File: config.mk
export PLATFORM = sky130hd
export DESIGN_NAME = jtcop_sndcmd
export DESIGN_NICKNAME = d
export VERILOG_FILES = /design/src/rtl/jtcop_sndcmd_pkg.sv /design/src/rtl/jtcop_sndcmd_fifo.sv /design/src/rtl/jtcop_sndcmd.sv
export SDC_FILE = /design/constraint.sdc
export NUM_CORES = 1
export LEC_CHECK = 0
export ABC_AREA = 0
export ABC_CLOCK_PERIOD_IN_PS = 4310
export CORE_MARGIN = 4
export CORE_UTILIZATION = 54
export DETAILED_ROUTE_END_ITERATION = 6
export HOLD_SLACK_MARGIN = 0.06
export PLACE_DENSITY = 0.86
export SLEW_MARGIN = 20
export SYNTH_ARGS = -nofsm -noshare
export SYNTH_HDL_FRONTEND = slang
export SYNTH_HIERARCHICAL = 1
export SYNTH_SLANG_ARGS = --single-unit
export TNS_END_PERCENT = 100
File: constraint.sdc
create_clock -name clk -period 4.31 [get_ports clk]
set_input_delay 0.6465 -clock clk [delete_from_list [all_inputs] [get_ports clk]]
set_output_delay 0.6465 -clock clk [all_outputs]
set_load 0.02 [all_outputs]
File: src/rtl/jtcop_sndcmd_pkg.sv
// Shared definitions for the sound command queue: FSM state encoding and
// the value the latch shows after reset.
package jtcop_sndcmd_pkg;

  typedef enum logic [1:0] {
    ST_IDLE = 2'd0,
    ST_REQ  = 2'd1,
    ST_GAP  = 2'd2
  } state_t;

  localparam logic [7:0] LATCH_RST = 8'hff;

endpackage

File: src/rtl/jtcop_sndcmd_fifo.sv
// Dual-pointer register FIFO for queued sound commands. Pointers carry one
// extra MSB so that occupancy 2**AW (full) is distinguishable from empty.
// The head entry is visible combinationally on dout; the consumer registers it.
// Only instantiated when JTCOP_SNDCMD_FIFO_EN is defined.
module jtcop_sndcmd_fifo
  import jtcop_sndcmd_pkg::*;
#(
  parameter int AW = 2
)(
  input  logic          clk,
  input  logic          rst_n,
  input  logic          push,
  input  logic          pop,
  input  logic [7:0]    din,
  output logic [7:0]    dout,
  output logic          empty,
  output logic          full,
  output logic [AW:0]   level
);

  localparam int DEPTH = 1 << AW;

  logic [7:0]  mem_reg [DEPTH];
  logic [AW:0] wr_ptr_reg;
  logic [AW:0] rd_ptr_reg;
  logic        wr_en;
  logic        rd_en;

  // A pop frees a slot in the same cycle, so a write to a full FIFO is taken
  // when it coincides with a pop.
  assign rd_en = pop & ~empty;
  assign wr_en = push & (~full | rd_en);

  // Pointer registers; both wrap naturally modulo 2**(AW+1).
  always_ff @(posedge clk or negedge rst_n) begin
    if (!rst_n) begin
      wr_ptr_reg <= '0;
      rd_ptr_reg <= '0;
    end else begin
      if (wr_en) wr_ptr_reg <= wr_ptr_reg + (AW+1)'(1);
      if (rd_en) rd_ptr_reg <= rd_ptr_reg + (AW+1)'(1);
    end
  end

  // Storage array; contents need no reset since the pointers gate validity.
  always_ff @(posedge clk) begin
    if (wr_en) mem_reg[wr_ptr_reg[AW-1:0]] <= din;
  end

  assign dout  = mem_reg[rd_ptr_reg[AW-1:0]];
  assign level = wr_ptr_reg - rd_ptr_reg;
  assign empty = (wr_ptr_reg == rd_ptr_reg);
  assign full  = level[AW];

endmodule

File: src/rtl/jtcop_sndcmd.sv
// Sound command queue between the main CPU latch decode and the sound CPU.
// Presents one command at a time on latch with a clean snreq rising edge,
// waits for the sound CPU to read it (or for the watchdog), then keeps
// snreq low for at least GAP+1 cycles before the next command.
// Build option: define JTCOP_SNDCMD_FIFO_EN for the queued version; without
// it a single register behaves like the original board (last write wins).
module jtcop_sndcmd
  import jtcop_sndcmd_pkg::*;
#(
  parameter int AW   = 2,
  parameter int GAP  = 8,
  parameter int TOUT = 16
)(
  input  logic          clk,
  input  logic          rst_n,
  input  logic          main_we,
  input  logic [7:0]    main_din,
  input  logic          snd_ack,
  output logic [7:0]    latch,
  output logic          snreq,
  output logic          full,
  output logic          ovf,
  output logic          tout,
  output logic [AW:0]   level
);

  localparam logic [7:0] GAP_LOAD = 8'(GAP - 1);

  state_t            state_reg, state_next;
  logic [7:0]        latch_reg, latch_next;
  logic              snreq_reg, snreq_next;
  logic [7:0]        cnt_reg, cnt_next;
  logic [TOUT-1:0]   wd_reg, wd_next;
  logic              tout_reg, tout_next;
  logic              pop;
  logic              cmd_avail;
  logic [7:0]        cmd_byte;

`ifdef JTCOP_SNDCMD_FIFO_EN
  logic       fifo_empty;
  logic       fifo_full;
  logic [7:0] fifo_dout;
  logic       ovf_reg;

  jtcop_sndcmd_fifo #(.AW(AW)) u_fifo (
    .clk   (clk),
    .rst_n (rst_n),
    .push  (main_we),
    .pop   (pop),
    .din   (main_din),
    .dout  (fifo_dout),
    .empty (fifo_empty),
    .full  (fifo_full),
    .level (level)
  );

  assign cmd_avail = ~fifo_empty;
  assign cmd_byte  = fifo_dout;
  assign full      = fifo_full;
  assign ovf       = ovf_reg;

  // Sticky overflow: a write that found the FIFO full with no pop to make room.
  always_ff @(posedge clk or negedge rst_n) begin
    if (!rst_n) ovf_reg <= 1'b0;
    else        ovf_reg <= ovf_reg | (main_we & fifo_full & ~pop);
  end
`else
  logic pending_reg;

  // The byte already sits in latch; pending marks that it still needs a request.
  assign cmd_avail = pending_reg;
  assign cmd_byte  = latch_reg;
  assign full      = 1'b0;
  assign ovf       = 1'b0;
  assign level     = '0;

  // A new write always re-arms the request, even in the cycle it is presented.
  always_ff @(posedge clk or negedge rst_n) begin
    if (!rst_n) pending_reg <= 1'b0;
    else        pending_reg <= main_we | (pending_reg & ~pop);
  end
`endif

  // Handshake state and output registers.
  always_ff @(posedge clk or negedge rst_n) begin
    if (!rst_n) begin
      state_reg <= ST_IDLE;
      latch_reg <= LATCH_RST;
      snreq_reg <= 1'b0;
      cnt_reg   <= '0;
      wd_reg    <= '0;
      tout_reg  <= 1'b0;
    end else begin
      state_reg <= state_next;
      latch_reg <= latch_next;
      snreq_reg <= snreq_next;
      cnt_reg   <= cnt_next;
      wd_reg    <= wd_next;
      tout_reg  <= tout_next;
    end
  end

  // Next-state logic: present, wait for ack/watchdog, then enforce the low gap.
  always_comb begin
    state_next = state_reg;
    latch_next = latch_reg;
    snreq_next = snreq_reg;
    cnt_next   = cnt_reg;
    wd_next    = wd_reg;
    tout_next  = tout_reg;
    pop        = 1'b0;
    case (state_reg)
      ST_IDLE: begin
        if (cmd_avail) begin
          pop        = 1'b1;
          latch_next = cmd_byte;
          snreq_next = 1'b1;
          wd_next    = '0;
          state_next = ST_REQ;
        end
      end
      ST_REQ: begin
        if (snd_ack || (&wd_reg)) begin
          if (!snd_ack) tout_next = 1'b1;
          snreq_next = 1'b0;
          cnt_next   = GAP_LOAD;
          state_next = ST_GAP;
        end else begin
          wd_next = wd_reg + TOUT'(1);
        end
      end
      ST_GAP: begin
        if (cnt_reg == 8'd0) state_next = ST_IDLE;
        else                 cnt_next   = cnt_reg - 8'd1;
      end
      default: state_next = ST_IDLE;
    endcase
`ifndef JTCOP_SNDCMD_FIFO_EN
    // Without a queue, a write replaces the latch and restarts the low gap.
    if (main_we) begin
      latch_next = main_din;
      snreq_next = 1'b0;
      cnt_next   = GAP_LOAD;
      state_next = ST_GAP;
    end
`endif
  end

  assign latch = latch_reg;
  assign snreq = snreq_reg;
  assign tout  = tout_reg;

endmodule
# Yosys cells after proc, flatten, opt, wreduce, memory -nomap -nowiden
# Cells that the tools add are included.
dict set report totals {
  wordCells 51
  output_inout_bits 15
  input_bits 12
  reg_bits 37
}
dict set report classes {
  reduce_logical 12
  addsub 2
  bitwise_logic 4
  muxes 18
  eq_ne 8
}
# op n
set op_table {}
lappend op_table {{$mux 16} 2}
lappend op_table {{$pmux 16 s2} 1}
lappend op_table {{$mux 8} 3}
lappend op_table {{$add 16x1->16 const B} 1}
lappend op_table {{$pmux 8 s2} 1}
lappend op_table {{$reduce_and 16->1} 1}
lappend op_table {{$reduce_and 3->1} 5}
lappend op_table {{$ne 3x3->1 const B} 4}
lappend op_table {{$logic_not 8->1} 1}
lappend op_table {{$mux 2} 4}
lappend op_table {{$sub 8x1->8 const B} 1}
lappend op_table {{$pmux 2 s3} 1}
lappend op_table {{$reduce_bool 3->1} 2}
lappend op_table {{$mux 1} 5}
lappend op_table {{$ne 2x2->1 const B} 2}
lappend op_table {{$eq 2x1->1 const B} 1}
lappend op_table {{$eq 2x2->1 const B} 1}
lappend op_table {{$logic_not 2->1} 1}
lappend op_table {{$not 1->1} 2}
lappend op_table {{$pmux 1 s2} 1}
lappend op_table {{$reduce_bool 2->1} 1}
lappend op_table {{$and 1x1->1} 1}
lappend op_table {{$logic_or 1x1->1} 1}
lappend op_table {{$or 1x1->1} 1}

# Logic depth before layout (Yosys ltp)
dict set report depth {
  depth_word 5
  depth_mapped 6
  ltp_nobuf 6
}

# Worst setup path before layout
# No wires, ideal clock.
dict set report synth_timing {
  kind {input port to flip-flop}
  start {in snd_ack}
  end {reg cnt_reg[1]}
  path_slack_ns 2.357
  setup_ns 0.125
  required_time_ns 4.185
  arrival_ns 1.828
  stages 4
  path_buffers 0
  path_cell_list {or3b_2 -> nor2_1 -> a2bb2oi_4 -> mux2_4}
}
dict set report synth_via {
  elab_chain_cells 3
}
# element line_no
set synth_rtl {}
lappend synth_rtl {{start: declaration} jtcop_sndcmd.sv:18} ;# input logic snd_ack,
lappend synth_rtl {{$logic_or 1x1->1} jtcop_sndcmd.sv:123} ;# if (snd_ack || (&wd_reg)) begin
lappend synth_rtl {{$ne 3x3->1 (no line)} -}
lappend synth_rtl {{$reduce_and 3->1 (no line)} -}
lappend synth_rtl {{end signal: assignment} jtcop_sndcmd.sv:97} ;# cnt_reg <= cnt_next;
lappend synth_rtl {{end: declaration} jtcop_sndcmd.sv:32} ;# logic [7:0] cnt_reg, cnt_next;
# Every way passes these cells.
# A chain may end at the register's enable or synchronous reset.

# Worst setup path in the final report
dict set report layout_timing {
  start {in snd_ack}
  end {reg wd_reg[10]}
}
dict set report layout_via {
  elab_chain_cells 3
}
# element line_no
set layout_rtl {}
lappend layout_rtl {{$logic_or 1x1->1} jtcop_sndcmd.sv:123}
lappend layout_rtl {{$ne 2x2->1 (no line)} -}
lappend layout_rtl {{$reduce_and 3->1 (no line)} -}
lappend layout_rtl {{end signal: assignment} jtcop_sndcmd.sv:98} ;# wd_reg <= wd_next;
lappend layout_rtl {{end: declaration} jtcop_sndcmd.sv:33} ;# logic [TOUT-1:0] wd_reg, wd_next;
# Every way passes these cells.

==> impl_metrics.tcl <==
set metrics [dict create \
    status "finished, final reports clean" \
    top_layer "met4" \
    drt_iter0_drc 99 \
    vias_per_cell 5.797 \
    arrival_ns 2.47 \
    synth_warnings 6 \
    antenna_found_initial 0 \
    end_kind "flip-flop" \
    cts_hold_buf 0 \
    grtUsageTotal_pct 16.34 \
    route.detailed.wl_per_inst_um 13.95 \
    vias 1571 \
    synthArstFlopShare_pct 100.0 \
    synthFlopType "dfrtp_1" \
    wl_met2_um 1812 \
    maxSlewHeadroom_pct 47.59 \
    hp-class "in2async" \
    coreArea_um2 3661 \
    gp_congestion 0.8878 \
    ios 27 \
    powerDensity_nw_per_um2 389.6 \
    fin_tns_setup_ns 0 \
    die_h_um 69.34 \
    cts_setup_buffers 0 \
    post-route-period-util_pct 52.42 \
    die_w_um 69.34 \
    p_leak_nw 1.013 \
    cts-root-buf "clkbuf_8" \
    skew_ns 0.006746 \
    largest_register_ffs 16 \
    syn_area_um2 2032 \
    irDropWorstVdd_uv 241.6 \
    grt_pass1_vias 1498 \
    start_util_pct 55.50 \
    grt_pass1_wl_um 6513 \
    max_freq_mhz 442.6 \
    ant_nets 0 \
    maxSlewViolCount 0 \
    routed_wl_um 3780 \
    hold_viol_final 0 \
    fin_cells 271 \
    final_common_cell "dfrtp_1" \
    setup_violations 0 \
    synth_seq_cells 37 \
    worst_ep_required_time_ns 4.52 \
    area_growth_pct 16.38 \
    fp-row-count 22 \
    remaining_drc_errors 0 \
    antenna_cells 0 \
    path_clk_slew_ns 0.07 \
    hold_slack_ns 0.4408 \
    cts_buffers 5 \
    grt-ovfl-total 0 \
    clk_path_buf_depth 2 \
    io_buffers 21 \
    route.met3.wl_um 192 \
    seq_area_frac_synth_pct 46.06 \
    grt_setup_unrepaired "no" \
    fin_crit_ns 2.259 \
    htree_levels 2 \
    synth_edf_count 0 \
    maxCapViolCount 0 \
    cts-resized-gates 0 \
    wirelength_met1_um 1734 \
    fillCellCount 282 \
    grt_max_degree 38 \
    fp.dieArea_um2 4808 \
    avgSynthCellArea_um2 10.16 \
    ys_types 48 \
    layout.nets 237 \
    cts_tree "done" \
    path_class "in2reg" \
    drive_gt1_share_pct 16.59 \
    critPathMaxFanout 8 \
    syn_inst 200 \
    dp_hpwl_um 2742 \
    numPlacedInstances 263 \
    start_kind "input pin" \
    drt_first_pass_iters 4 \
    final_cell_mix "29 x dfrtp_1, 20 x nand2_1, 20 x clkdlybuf4s50_1, 12 x mux2i_1" \
    tightest_slew_ns 0.7862 \
    cts_num_sinks 37 \
    insertion_delay_ns 0.29 \
]
through the flow:
step                power [mW]  instance area (um^2)  worst slack [ns]  util [%]
floorplan               0.5647                  2047             2.357         -
global placement        0.6130                  2248             1.813     61.41
detailed placement      0.6220                  2248             1.784     61.41
CTS                     0.9329                  2365             2.073     64.59
global route            0.9740                  2365             1.896     64.59
finish                  0.9212                  2365             2.051     64.59
metal layers:
layer,global-route usage [%],vias up
li1,-,772
met1,21.38,750
met2,25.95,43
met3,5.072,6
met4,4.989,0
met5,0,-
final timing paths:
kind / cells after the start / to / slack (ns) / start
worst max-delay path: 5 / wd_reg[10]$_DFFE_PN0P_ / 2.05 / snd_ack
worst min-delay path: 1 / wd_reg[15]$_DFFE_PN0P_ / 0.44 / rst_n
worst max register to register: 5 / cnt_reg[1]$_DFFE_PN0P_ / 2.25 / wd_reg[0]$_DFFE_PN0P_
worst min register to register: 1 / tout$_DFFE_PN0P_ / 0.50 / tout$_DFFE_PN0P_
max in group asynchronous: 1 / wd_reg[4]$_DFFE_PN0P_ / 3.38 / rst_n
min in group clk: 1 / tout$_DFFE_PN0P_ / 0.50 / tout$_DFFE_PN0P_
critical path: stages:
cell and delay [ns]:
clkdlybuf4s50_1 0.44, nor3b_2 0.45, nand3_1 0.31, or4_1 0.47, a21oi_1 0.15
logic make-up after synthesis:
kind of cell	Yosys count	synth area share, %
compound gates	28	10.04
fa+ha+maj	3	1.847
buf+inv	14	3.879
flops	37	46.06
mux	21	11.08
other cells	1	0.1846
simple gates	96	26.91
where the power goes:
group | internal [mW] | switching, mW | total (mW) | leakage, nW
clock network | 0.189 | 0.118 | 0.306 | 0.0585
registers | 0.404 | 0.0611 | 0.465 | 0.456
logic | 0.0767 | 0.0733 | 0.150 | 0.498
total | 0.669 | 0.252 | 0.921 | 1.01
final cells by class:
| type | instances | area [um^2] | share of cell area, % |
|---|---|---|---|
| clock buffer | 7 | 86.33 | 3.651 |
| clock inverter | 1 | 30.03 | 1.270 |
| inverter | 4 | 15.01 | 0.6349 |
| multi-input combinational | 153 | 1032 | 43.65 |
| sequential | 37 | 935.9 | 39.58 |
| tap | 48 | 60.06 | 2.540 |
| timing repair buffer | 21 | 205.2 | 8.677 |
cell usage after synthesis, types with 4 or more instances:
cell      number  area, um^2
nand2_1       20       75.07
o31ai_1        5       37.54
nand2b_1       8       50.05
mux2_2         8       90.09
or4_1          4       30.03
buf_4          5       37.54
mux2i_1       12       120.1
dfstp_2        8       210.2
dfrtp_1       29       725.7
nand4_1        9       56.30
inv_1          4       15.01
o21ai_0        4       20.02
nand3_1       11       55.05
or3_1          5       31.28
nor3_1         4       20.02
a21oi_1        8       40.04
nor2_1        11       41.29
Note: power is estimated with default switching activity, not from simulation.
